<file path="config.mk">
export PLATFORM = sky130hd
export DESIGN_NAME = reg_cmd_sequencer
export DESIGN_NICKNAME = d
export VERILOG_FILES = /design/src/rtl/reg_cmd_sequencer.sv
export SDC_FILE = /design/constraint.sdc
export NUM_CORES = 1
export LEC_CHECK = 0
export ABC_CLOCK_PERIOD_IN_PS = 2480
export BUFFER_PORTS_ARGS = -buffer_cell sky130_fd_sc_hd__buf_2
export CAP_MARGIN = 5
export CORE_ASPECT_RATIO = 1.25
export CORE_MARGIN = 2
export CORE_UTILIZATION = 48
export DETAILED_ROUTE_END_ITERATION = 10
export PLACE_DENSITY = 0.87
export SKIP_LAST_GASP = 1
export SYNTH_ARGS = -nofsm -noshare
export SYNTH_HDL_FRONTEND = slang
export SYNTH_SLANG_ARGS = --single-unit
</file>
<file path="constraint.sdc">
create_clock -name clk -period 2.48 [get_ports clk]
set_input_delay 0.248 -clock clk [delete_from_list [all_inputs] [get_ports clk]]
set_output_delay 0.248 -clock clk [all_outputs]
set_load 0.02 [all_outputs]
</file>
<file path="src/rtl/reg_cmd_sequencer.sv">
// -----------------------------------------------------------------------------
// reg_cmd_sequencer
//
// Sits between the command-packet reader and the in-band register access
// block. It takes one decoded read/write command at a time and issues a
// single one-cycle access on the register bus (enable/addr/datain). Read
// results (dataout) go into a single-entry reply buffer that the
// response-packet builder drains with a valid/ready handshake.
//
// Optional feature macro: REG_CMD_SEQ_WRITE_ACK_EN
//   defined   : writes also produce a reply (rsp_data = written data)
//   undefined : writes complete silently (default build)
//
// Parameters
//   ADDR_MAX   highest valid register address; reads above it are flagged
//              through rsp_err but are still issued
//
// Ports
//   clk        system clock, rising edge
//   reset      asynchronous, active-low reset
//   cmd_*      command input (valid/ready, rd, addr, data, rid)
//   enable     register bus: bit1 = access active, bit0 = read(1)/write(0)
//   addr       register bus address
//   datain     register bus write data
//   dataout    register bus read data (combinational, same cycle as a read)
//   rsp_*      reply output (valid/ready, rid, addr, data, err)
//   rd_count   completed reads, wraps modulo 2^16
//   wr_count   completed writes, wraps modulo 2^16
//   debugbus   {state, enable, cmd_valid, cmd_ready, rsp_valid, rsp_ready,
//               addr, 1'b0}
// -----------------------------------------------------------------------------
module reg_cmd_sequencer #(
  parameter int unsigned ADDR_MAX = 43
) (
  input  logic        clk,
  input  logic        reset,
  input  logic        cmd_valid,
  output logic        cmd_ready,
  input  logic        cmd_rd,
  input  logic [6:0]  cmd_addr,
  input  logic [31:0] cmd_data,
  input  logic [5:0]  cmd_rid,
  output logic [1:0]  enable,
  output logic [6:0]  addr,
  output logic [31:0] datain,
  input  logic [31:0] dataout,
  output logic        rsp_valid,
  input  logic        rsp_ready,
  output logic [5:0]  rsp_rid,
  output logic [6:0]  rsp_addr,
  output logic [31:0] rsp_data,
  output logic        rsp_err,
  output logic [15:0] rd_count,
  output logic [15:0] wr_count,
  output logic [15:0] debugbus
);

  typedef enum logic [1:0] {
    ST_IDLE = 2'd0,
    ST_WR   = 2'd1,
    ST_RD   = 2'd2,
    ST_RSP  = 2'd3
  } state_t;

  state_t      state_r;
  logic        cmd_ready_r;
  logic [1:0]  enable_r;
  logic [6:0]  addr_r;      // doubles as the held command address
  logic [31:0] datain_r;    // doubles as the held command write data
  logic [5:0]  rid_r;
  logic        rsp_valid_r;
  logic [5:0]  rsp_rid_r;
  logic [6:0]  rsp_addr_r;
  logic [31:0] rsp_data_r;
  logic        rsp_err_r;
  logic [15:0] rd_count_r;
  logic [15:0] wr_count_r;

  // True when an address lies beyond the implemented register range.
  function automatic logic addr_out_of_range(input logic [6:0] a);
    return ({25'd0, a} > 32'(ADDR_MAX));
  endfunction

  // Command sequencing FSM with all bus, reply and counter registers.
  // cmd_ready_r is updated together with state_r so it always equals
  // (state_r == ST_IDLE) while still coming straight from a flop.
  always_ff @(posedge clk or negedge reset) begin
    if (!reset) begin
      state_r     <= ST_IDLE;
      cmd_ready_r <= 1'b1;
      enable_r    <= 2'b00;
      addr_r      <= 7'd0;
      datain_r    <= 32'd0;
      rid_r       <= 6'd0;
      rsp_valid_r <= 1'b0;
      rsp_rid_r   <= 6'd0;
      rsp_addr_r  <= 7'd0;
      rsp_data_r  <= 32'd0;
      rsp_err_r   <= 1'b0;
      rd_count_r  <= 16'd0;
      wr_count_r  <= 16'd0;
    end else begin
      case (state_r)
        ST_IDLE: begin
          if (cmd_valid) begin
            addr_r      <= cmd_addr;
            datain_r    <= cmd_data;
            rid_r       <= cmd_rid;
            cmd_ready_r <= 1'b0;
            if (cmd_rd) begin
              state_r  <= ST_RD;
              enable_r <= 2'b11;
            end else begin
              state_r  <= ST_WR;
              enable_r <= 2'b10;
            end
          end
        end

        ST_WR: begin
          enable_r   <= 2'b00;
          wr_count_r <= wr_count_r + 16'd1;
`ifdef REG_CMD_SEQ_WRITE_ACK_EN
          rsp_data_r  <= datain_r;
          rsp_addr_r  <= addr_r;
          rsp_rid_r   <= rid_r;
          rsp_err_r   <= addr_out_of_range(addr_r);
          rsp_valid_r <= 1'b1;
          state_r     <= ST_RSP;
`else
          state_r     <= ST_IDLE;
          cmd_ready_r <= 1'b1;
`endif
        end

        ST_RD: begin
          // dataout is combinational from the register block and valid now.
          enable_r    <= 2'b00;
          rsp_data_r  <= dataout;
          rsp_addr_r  <= addr_r;
          rsp_rid_r   <= rid_r;
          rsp_err_r   <= addr_out_of_range(addr_r);
          rsp_valid_r <= 1'b1;
          rd_count_r  <= rd_count_r + 16'd1;
          state_r     <= ST_RSP;
        end

        ST_RSP: begin
          if (rsp_ready) begin
            rsp_valid_r <= 1'b0;
            cmd_ready_r <= 1'b1;
            state_r     <= ST_IDLE;
          end
        end

        default: begin
          state_r     <= ST_IDLE;
          cmd_ready_r <= 1'b1;
          enable_r    <= 2'b00;
          rsp_valid_r <= 1'b0;
        end
      endcase
    end
  end

  assign cmd_ready = cmd_ready_r;
  assign enable    = enable_r;
  assign addr      = addr_r;
  assign datain    = datain_r;
  assign rsp_valid = rsp_valid_r;
  assign rsp_rid   = rsp_rid_r;
  assign rsp_addr  = rsp_addr_r;
  assign rsp_data  = rsp_data_r;
  assign rsp_err   = rsp_err_r;
  assign rd_count  = rd_count_r;
  assign wr_count  = wr_count_r;

  // The named fields already occupy 15 bits, so the low pad is a single
  // zero bit to keep the word at 16 bits.
  assign debugbus = {state_r, enable_r, cmd_valid, cmd_ready_r,
                     rsp_valid_r, rsp_ready, addr_r, 1'b0};

endmodule

</file>
-- Word level (Yosys, flattened, before mapping)
Index checks and enable logic that the tools add are counted.
- $add $sub $neg: 2
- order comparisons: 1
- equality and inequality tests: 5
- mux-type cells: 12
- reductions and logical operators: 10
- operators with widths (operator ; number):
    adder 16 x 1 -> 16 bit, second input constant ; 2
    two-way mux 2 bit ; 4
    case mux 2 bit (4 select lines) ; 1
    AND reduction 2 bit ; 4
    > comparator 7 x 6 -> 1 bit, second input constant ; 1
    == test 2 bit, second input constant ; 2
    two-way mux 1 bit ; 4
    != test 2 bit, second input constant ; 2
    case mux 2 bit (2 select lines) ; 1
    nonzero test 2 bit ; 2
    case mux 1 bit (3 select lines) ; 1
    AND reduction 3 bit ; 1
    nonzero test 3 bit ; 1
    == test 2 x 1 -> 1 bit, second input constant ; 1
    zero test 2 bit ; 1
    case mux 1 bit (2 select lines) ; 1
    OR reduction 2 bit ; 1
- register bits after elaboration: 129
- input bits: 82
- output and inout port bits: 137
- logic and storage cells: 43

-- Longest topological paths before layout
Gate-level depths: netlist of run 1.
- depth in word-level cells: 4
- gate-level depth with buffers: 7
- depth with buffers taken out: 6

-- Worst setup path after synthesis of run 1
No wires, ideal clock.
- path type: register to register
- start point: register state_r[1]
- end point: register wr_count_r[15] (netlist: wr_count[15])
- setup time: 0.079 ns
- arrival time: 1.817 ns
- required time: 2.401 ns
- setup slack: 0.583 ns
- stages on the path, launching flop included: 8
- path through: dfrtp_1 -> inv_1 -> ha_1 -> buf_4 -> nand3_2 -> or4_4 -> nor3_2 -> xor2_1
- cells in the longest elaborated chain, start to end: 1
- RTL lines (item ; RTL line ; text):
    start, declared ; 65 ; state_t state_r;
    start signal, assigned ; 89 ; state_r <= ST_IDLE;
    start signal, assigned ; 111 ; state_r <= ST_RD;
    start signal, assigned ; 114 ; state_r <= ST_WR;
    == test 2 x 1 -> 1 bit ; 103 ; case (state_r)
    end signal, assigned ; 122 ; wr_count_r <= wr_count_r + 16'd1;
    end, declared ; 77 ; logic [15:0] wr_count_r;
Every way passes these cells.
A chain may end at the register's enable or synchronous reset.

-- Worst setup path after layout of run 1
Ends and elaborated chain as after synthesis.

==> impl_metrics.py, run 1 <==
metrics = {
    "synthesis": {
        "syn_inst": 364,
        "synthTopCellsByArea": "dfrtp_1 62%, mux2_2 20%, xnor2_1 3.4%",
        "synth_simple_gate_area_share_pct": 5.70,
        "synth-compound-area-share_pct": 1.40,
        "syn-num-nets": 453,
        "yosys_register_bits": 129,
        "synthXorXnorAreaFrac_pct": 5.05,
        "ys_types": 30,
        "syn_avg_cell_area_um2": 14.3,
        "synth_top_area_cell": "dfrtp_1",
        "netlist_area_um2": 5200,
        "synth_top_family_by_area": "multiplexers",
        "yosys_warnings": 0,
        "synth_mux_area_share_pct": 20.3,
        "yosysSeqAreaShare_pct": 62.1,
        "synthAdderAreaFrac_pct": 1.68,
        "synthDominantCellAreaShare_pct": 61.6,
    },
    "worst_setup_path": {
        "crit_path_top_delay_cell": "or4_4",
        "arrival_ps": 2280,
        "r2r_slack_ps": 530,
        "cp.buffers_inverters": 1,
        "critPathTopFamily": "simple AND/OR/NAND/NOR gates",
        "crit_path_start_kind": "register",
        "crit_required_ps": 2810,
        "crit_path_max_fanout": 7,
        "path_class": "reg -> reg",
        "slowest_delay_ps": 560,
        "crit_path_end_kind": "register",
        "rr_startpoint": "state_r[1]",
        "r2r_end": "wr_count[15]",
        "crit_start": "state_r[1]",
        "r2r_cells": 6,
        "path_cells": "inv_1 > ha_1 > nand3_2 > or4_4 > nor3_2 > xor2_1",
    },
    "timing": {
        "hold_slack_ps": 71.5,
        "tightest_slew_ps": 602,
        "setup_tns_ps": 0,
        "finalCritPeriodShare_pct": 78.4,
        "finalMaxSlewViolations": 0,
        "finalSetupViolCount": 0,
        "min_period_ps": 1950,
        "fin_worst_skew_ps": 11.9,
        "hold_viol": 0,
        "max_slew_margin_pct": 59.8,
        "grt_setup_unrepaired": "no",
        "max_freq_ghz": 0.514,
    },
    "grt": {
        "grtUsageTotal_pct": 19.2,
        "grt-ovfl-total": 0,
        "antenna_found_initial": 1,
        "grt_pass1_wl_um": 17900,
        "grt_max_degree": 60,
        "grt_pass1_vias": 3795,
    },
    "placement": {
        "port_buffers": 217,
        "place.gp.congestion": 0.810,
        "hpwl_um": 8320,
    },
    "clocking": {
        "htree_levels": 4,
        "clk_pin_slew_ps": 60,
        "cts_tree": "done",
        "cts_resized": 0,
        "ctsLongestPathBuffers": 2,
        "clock_latency_ps": 410,
        "cts_buffers": 17,
        "cts.sinks": 129,
        "cts-root-buf": "clkbuf_16",
    },
    "layout": {
        "final_cell_mix": "216 x buf_2, 128 x dfrtp_1, 92 x mux2_2",
        "nets": 670,
        "num_antenna_cells": 0,
        "final_common_cell": "buf_2",
        "multiInputGateArea_um2": 1780,
        "num-fill-cells": 805,
        "seqCellArea_um2": 3230,
        "post_route_cells_drive_above_1_share_pct": 59.3,
        "area_growth_pct": 34.2,
    },
    "detailed_routing": {
        "viasPerCell": 5.07,
        "routedWlPerCell_um": 15.6,
        "top_layer_used": "met5",
        "post-route-drc-count": 0,
        "wl_met2_um": 6020,
        "drt-met1-wl_um": 4230,
        "met3_length_um": 721,
        "drt_iter0_markers": 86,
        "drt-total-wl_um": 11300,
        "dr.pass1.iters": 4,
        "vias": 3682,
        "ant_nets": 0,
    },
    "pwr": {
        "p_leak_nw": 3.46,
        "vdd_ir_drop_max_v": 0.000746,
        "p_clk_share_pct": 25.0,
        "p_sw_mw": 3.82,
        "pwr-share-seq_pct": 35.6,
        "switching_share_pct": 37.9,
        "combPwrFrac_pct": 39.4,
        "powerDensity_nw_per_um2": 1440,
        "p_int_mw": 6.25,
    },
    "min_path": {
        "whs_endpoint": "datain[8]",
        "hold_class": "in -> reg",
        "hold_depth": 2,
        "min_from": "cmd_data[8]",
    },
    "floorplanning": {
        "ioPinCount": 219,
        "num_rows": 42,
        "die_y_um": 120,
        "die-area_um2": 11700,
        "die_w_um": 97.1,
        "core_um2": 10600,
        "initial_utilization_pct": 49.2,
    },
    "status": {
        "status": "completed",
    },
    "job": {
        "drv_cap": 0,
    },
}
power groups by stage:
stage	clock network [mW]	registers, mW	logic, mW
2_1_floorplan	0	4.59	1.70
3_3_place_gp	0	3.55	3.88
3_5_place_dp	0	3.62	4.01
4_1_cts	2.56	3.59	4.02
5_1_grt	2.66	3.70	4.22
6_report	2.52	3.58	3.97
what timing repair did:
item                                   4_1_cts  5_1_grt
setup buffers                                0        0
endpoints found under the hold margin       44        0
hold buffers                                 1        0
synth_stat cells, drive strengths merged:
master	number
o31ai	1
buf	25
conb	1
ha	7
o22ai	2
nor2b	2
a21o	1
mux2i	2
inv	8
nand4	7
dfstp	1
o21ai	5
nand2	13
xnor2	20
and4	3
and3	1
nand3	12
nor2	12
and2	1
nor3	4
a21oi	4
or4	1
dfrtp	128
or2	1
xor2	10
mux2	92
sequential cells by signal, summed over array words and instances (netlist names):
register and cells:
addr 7, cmd_ready 1, datain 32, enable 2, rd_count 16, rid_r 6, rsp_addr 7, rsp_data 32
rsp_err 1, rsp_rid 6, rsp_valid 1, state_r 2, wr_count 16
how the worst max path moves through the flow:
stage | cells past startpoint | slack (ps) | endpoint
CTS | 6 | 520 | wr_count[15]
floorplan | 7 | 580 | wr_count[15]
finish | 6 | 530 | wr_count[15]
global route | 6 | 390 | rd_count[13]
detailed placement | 6 | 530 | wr_count[15]
global placement | 6 | 600 | wr_count[15]
area by class of cell:
class                           count  share of cell area (%)
Sequential cell                   129                    46.3
Multi-Input combinational cell    202                    25.6
Timing Repair Buffer              223                    16.6
Clock buffer                       19                    6.49
Tap cell                          132                    2.37
Clock inverter                     13                    2.17
Inverter                            8                   0.431
per-stage QoR:
| stage | area [um2] | setup slack (ps) | utilization, % | total power [mW] | cells |
|---|---|---|---|---|---|
| after floorplan | 5200 | 583 | - | 6.28 | 364 |
| after global placement | 6360 | 604 | 60.2 | 7.43 | 693 |
| after detailed placement | 6360 | 534 | 60.2 | 7.63 | 693 |
| after CTS | 6970 | 521 | 66.0 | 10.2 | 726 |
| after global routing | 6970 | 393 | 66.0 | 10.6 | 726 |
| final | 6970 | 535 | 66.0 | 10.1 | 726 |
cells by family (layout without fill, tap and decap cells):
family / after synthesis / after routing
AO/OA/AOI/OAI: 13 / 13
XOR/XNOR: 30 / 30
adder cells (fa/ha/maj): 7 / 7
buffers and inverters: 33 / 263
flip-flops: 129 / 129
multiplexers: 94 / 94
other: 1 / 1
AND/OR/NAND/NOR: 57 / 57
routing by layer:
layer  GRT usage [%]  vias to the layer above
li1                -                     1684
met2            33.6                      142
met3            5.95                       32
met5               0                        -
met1            21.5                     1822
met4            8.89                        2
No activity file was read; power rests on OpenSTA's default activity.
==> inputs of run 2 (changes only) <==
ABC_AREA = 1   (was not set)
ABC_CLOCK_PERIOD_IN_PS = 1900   (was 2480)
CORE_UTILIZATION = 49   (was 48)
clock period = 1.9 ns   (was 2.48 ns; I/O delays follow)
==> run 2 against run 1 <==
  * Routed wire length up 25%
  * Design area up 13%
  * Critical path depth up 1
  * Critical endpoint is now wr_count[13]
  * Sequential share of layout area down 5.2 points
  * Largest power group unchanged
  * Combinational power up 35%
==> impl_metrics.py, run 2 <==
metrics = {
    "timing": {
        "finalSetupViolCount": 0,
        "finalMaxSlewViolations": 0,
        "grt_setup_unrepaired": "no",
        "fin_worst_skew_ps": 4.86,
        "hold_viol": 0,
        "setup_tns_ps": 0,
        "fin_ws_ps": 214,
        "max_freq_ghz": 0.593,
        "finalCritPeriodShare_pct": 88.7,
        "min_period_ps": 1690,
    },
    "worst_setup_path": {
        "critPathTopFamily": "simple AND/OR/NAND/NOR gates",
        "cp.buffers_inverters": 3,
        "r2r_end": "wr_count[13]",
        "crit_required_ps": 2200,
        "crit_path_end_kind": "register",
        "path_class": "reg -> reg",
        "arrival_ps": 1990,
        "r2r_slack_ps": 210,
        "rr_startpoint": "state_r[1]",
        "cp_common_cell": "inv_1",
        "r2r_cells": 7,
        "crit_path_max_fanout": 6,
        "crit_path_top_delay_cell": "dfrtp_1",
        "crit_path_start_kind": "register",
        "slowest_delay_ps": 410,
        "path_cells": "inv_1 > ha_1 > inv_4 > nor3_4 > nand4_1 > nand2_1 > inv_1",
    },
    "grt": {
        "grt-ovfl-total": 0,
        "grt_pass1_wl_um": 22200,
        "grtUsageTotal_pct": 23.4,
        "antenna_found_initial": 0,
        "grt_max_degree": 41,
        "grt_pass1_vias": 4673,
    },
    "pwr": {
        "vdd_ir_drop_max_v": 0.00107,
        "switching_share_pct": 39.8,
        "p_clk_share_pct": 25.1,
        "p_leak_nw": 4.19,
        "pwr-share-seq_pct": 34.7,
        "combPwrFrac_pct": 40.2,
        "p_int_mw": 8.04,
        "powerDensity_nw_per_um2": 1700,
        "p_sw_mw": 5.32,
    },
    "floorplanning": {
        "core_um2": 11100,
        "ioPinCount": 219,
        "die_y_um": 123,
        "initial_utilization_pct": 50.1,
        "die-area_um2": 12200,
        "die_w_um": 99.2,
        "num_rows": 43,
    },
    "clocking": {
        "htree_levels": 4,
        "cts_resized": 0,
        "cts_buffers": 17,
        "cts-root-buf": "clkbuf_16",
        "clock_latency_ps": 400,
        "clk_pin_slew_ps": 60,
        "ctsLongestPathBuffers": 2,
        "cts.sinks": 129,
        "cts_tree": "done",
    },
    "layout": {
        "stdcell_count": 953,
        "area_growth_pct": 41.3,
        "nets": 894,
        "final_util_pct": 70.8,
        "final_common_cell": "buf_2",
        "num_antenna_cells": 0,
        "post_route_cells_drive_above_1_share_pct": 39.1,
        "fin_area_um2": 7850,
        "final_cell_mix": "216 x buf_2, 195 x nand2_1, 128 x dfrtp_1",
    },
    "synthesis": {
        "netlist_area_um2": 5560,
        "synth_common_cells": "195 x nand2_1, 128 x dfrtp_1, 45 x mux2_2",
        "yosys_warnings": 0,
        "synthFlopType": "dfrtp_1",
        "ys_types": 32,
        "yosys_register_bits": 129,
        "synth_edf_count": 0,
        "yosysSeqAreaShare_pct": 58.1,
        "async_reset_ff_share_pct": 100,
        "synth_top_area_cell": "dfrtp_1",
        "synth.most_common_cell": "nand2_1",
        "syn_avg_cell_area_um2": 10.3,
        "syn_inst": 539,
        "synthDominantCellAreaShare_pct": 57.7,
        "synthTopCellsByArea": "dfrtp_1 58%, nand2_1 13%, mux2_2 9.1%",
        "syn-num-nets": 628,
    },
    "detailed_routing": {
        "dr.pass1.iters": 4,
        "post-route-drc-count": 0,
        "routedWlPerCell_um": 14.8,
        "drt-total-wl_um": 14100,
        "viasPerCell": 4.87,
        "drt_iter0_markers": 171,
        "ant_nets": 0,
        "vias": 4641,
    },
    "min_path": {
        "whs_endpoint": "addr[0]",
        "min_from": "cmd_addr[0]",
        "hold_class": "in -> reg",
        "hold_depth": 2,
    },
    "placement": {
        "placed_cells": 871,
        "placed_cell_area_um2": 6730,
        "hpwl_um": 9710,
        "place_ws_ps": 254,
        "place.gp.congestion": 0.817,
        "port_buffers": 217,
    },
    "status": {
        "status": "completed",
    },
    "job": {
        "drv_cap": 0,
    },
}
[run 2: changes by cell type after synthesis, sizes merged, moves of 5 or more]
cell / change
o21ai: +5
inv: +27
xnor2: -10
nand4: +7
nand3: -5
nor2: +16
nand2: +185
mux2: -47
[run 2: worst max-delay path by stage]
stage | start | to | slack [ps] | cells past startpoint
after detailed placement | state_r[1] | wr_count[9] | 250 | 6
after CTS | state_r[1] | wr_count[13] | 190 | 7
after floorplan | state_r[0] | datain[0] | 250 | 5
after global routing | state_r[1] | wr_count[11] | 80 | 7
after global placement | state_r[1] | wr_count[9] | 310 | 6
final | state_r[1] | wr_count[13] | 210 | 7
[run 2: through the flow]
stage / hold slack, ps / total power [mW]
6_report: 17.3 / 13.4
2_1_floorplan: -106 / 8.14
5_1_grt: 2.47 / 14.1
3_3_place_gp: 189 / 9.72
4_1_cts: 0.470 / 13.4
3_5_place_dp: 185 / 9.94
[run 2: routing by layer]
metal	up-vias	part of all wire (%)	track usage, %
met1	2227	39	26.1
met3	23	5.3	6.50
met2	162	54	42.7
met4	0	1.7	8.22
met5	-	0	0
li1	2229	-	-
[run 2: cells by family after synthesis]
logic type / synth area share (%)
AO/OA/AOI/OAI: 1.91
XOR/XNOR: 3.00
adder cells (fa/ha/maj): 1.58
buffers and inverters: 6.40
flip-flops: 58.1
multiplexers: 9.12
other: 0.0675
AND/OR/NAND/NOR: 19.8
[run 2: power groups by stage]
| stage | logic (mW) | registers (mW) | clock network, mW |
|---|---|---|---|
| after floorplan | 2.25 | 5.90 | 0 |
| after global placement | 5.13 | 4.58 | 0 |
| after detailed placement | 5.28 | 4.66 | 0 |
| after CTS | 5.39 | 4.63 | 3.42 |
| after global routing | 5.82 | 4.78 | 3.53 |
| final | 5.37 | 4.64 | 3.35 |
[run 2: layout make-up]
class                           instances  area [um2]
Clock inverter                         12         156
Inverter                               35         134
Tap cell                              135         169
Sequential cell                       129        3230
Clock buffer                           20         467
Timing Repair Buffer                  278        1720
Multi-Input combinational cell        344        1970
Fill cell                             814        3230
[run 2: timing repair]
| action | CTS | global route |
|---|---|---|
| setup buffers | 0 | 0 |
| endpoints found under the hold margin | 80 | 1 |
| hold buffers | 49 | 1 |
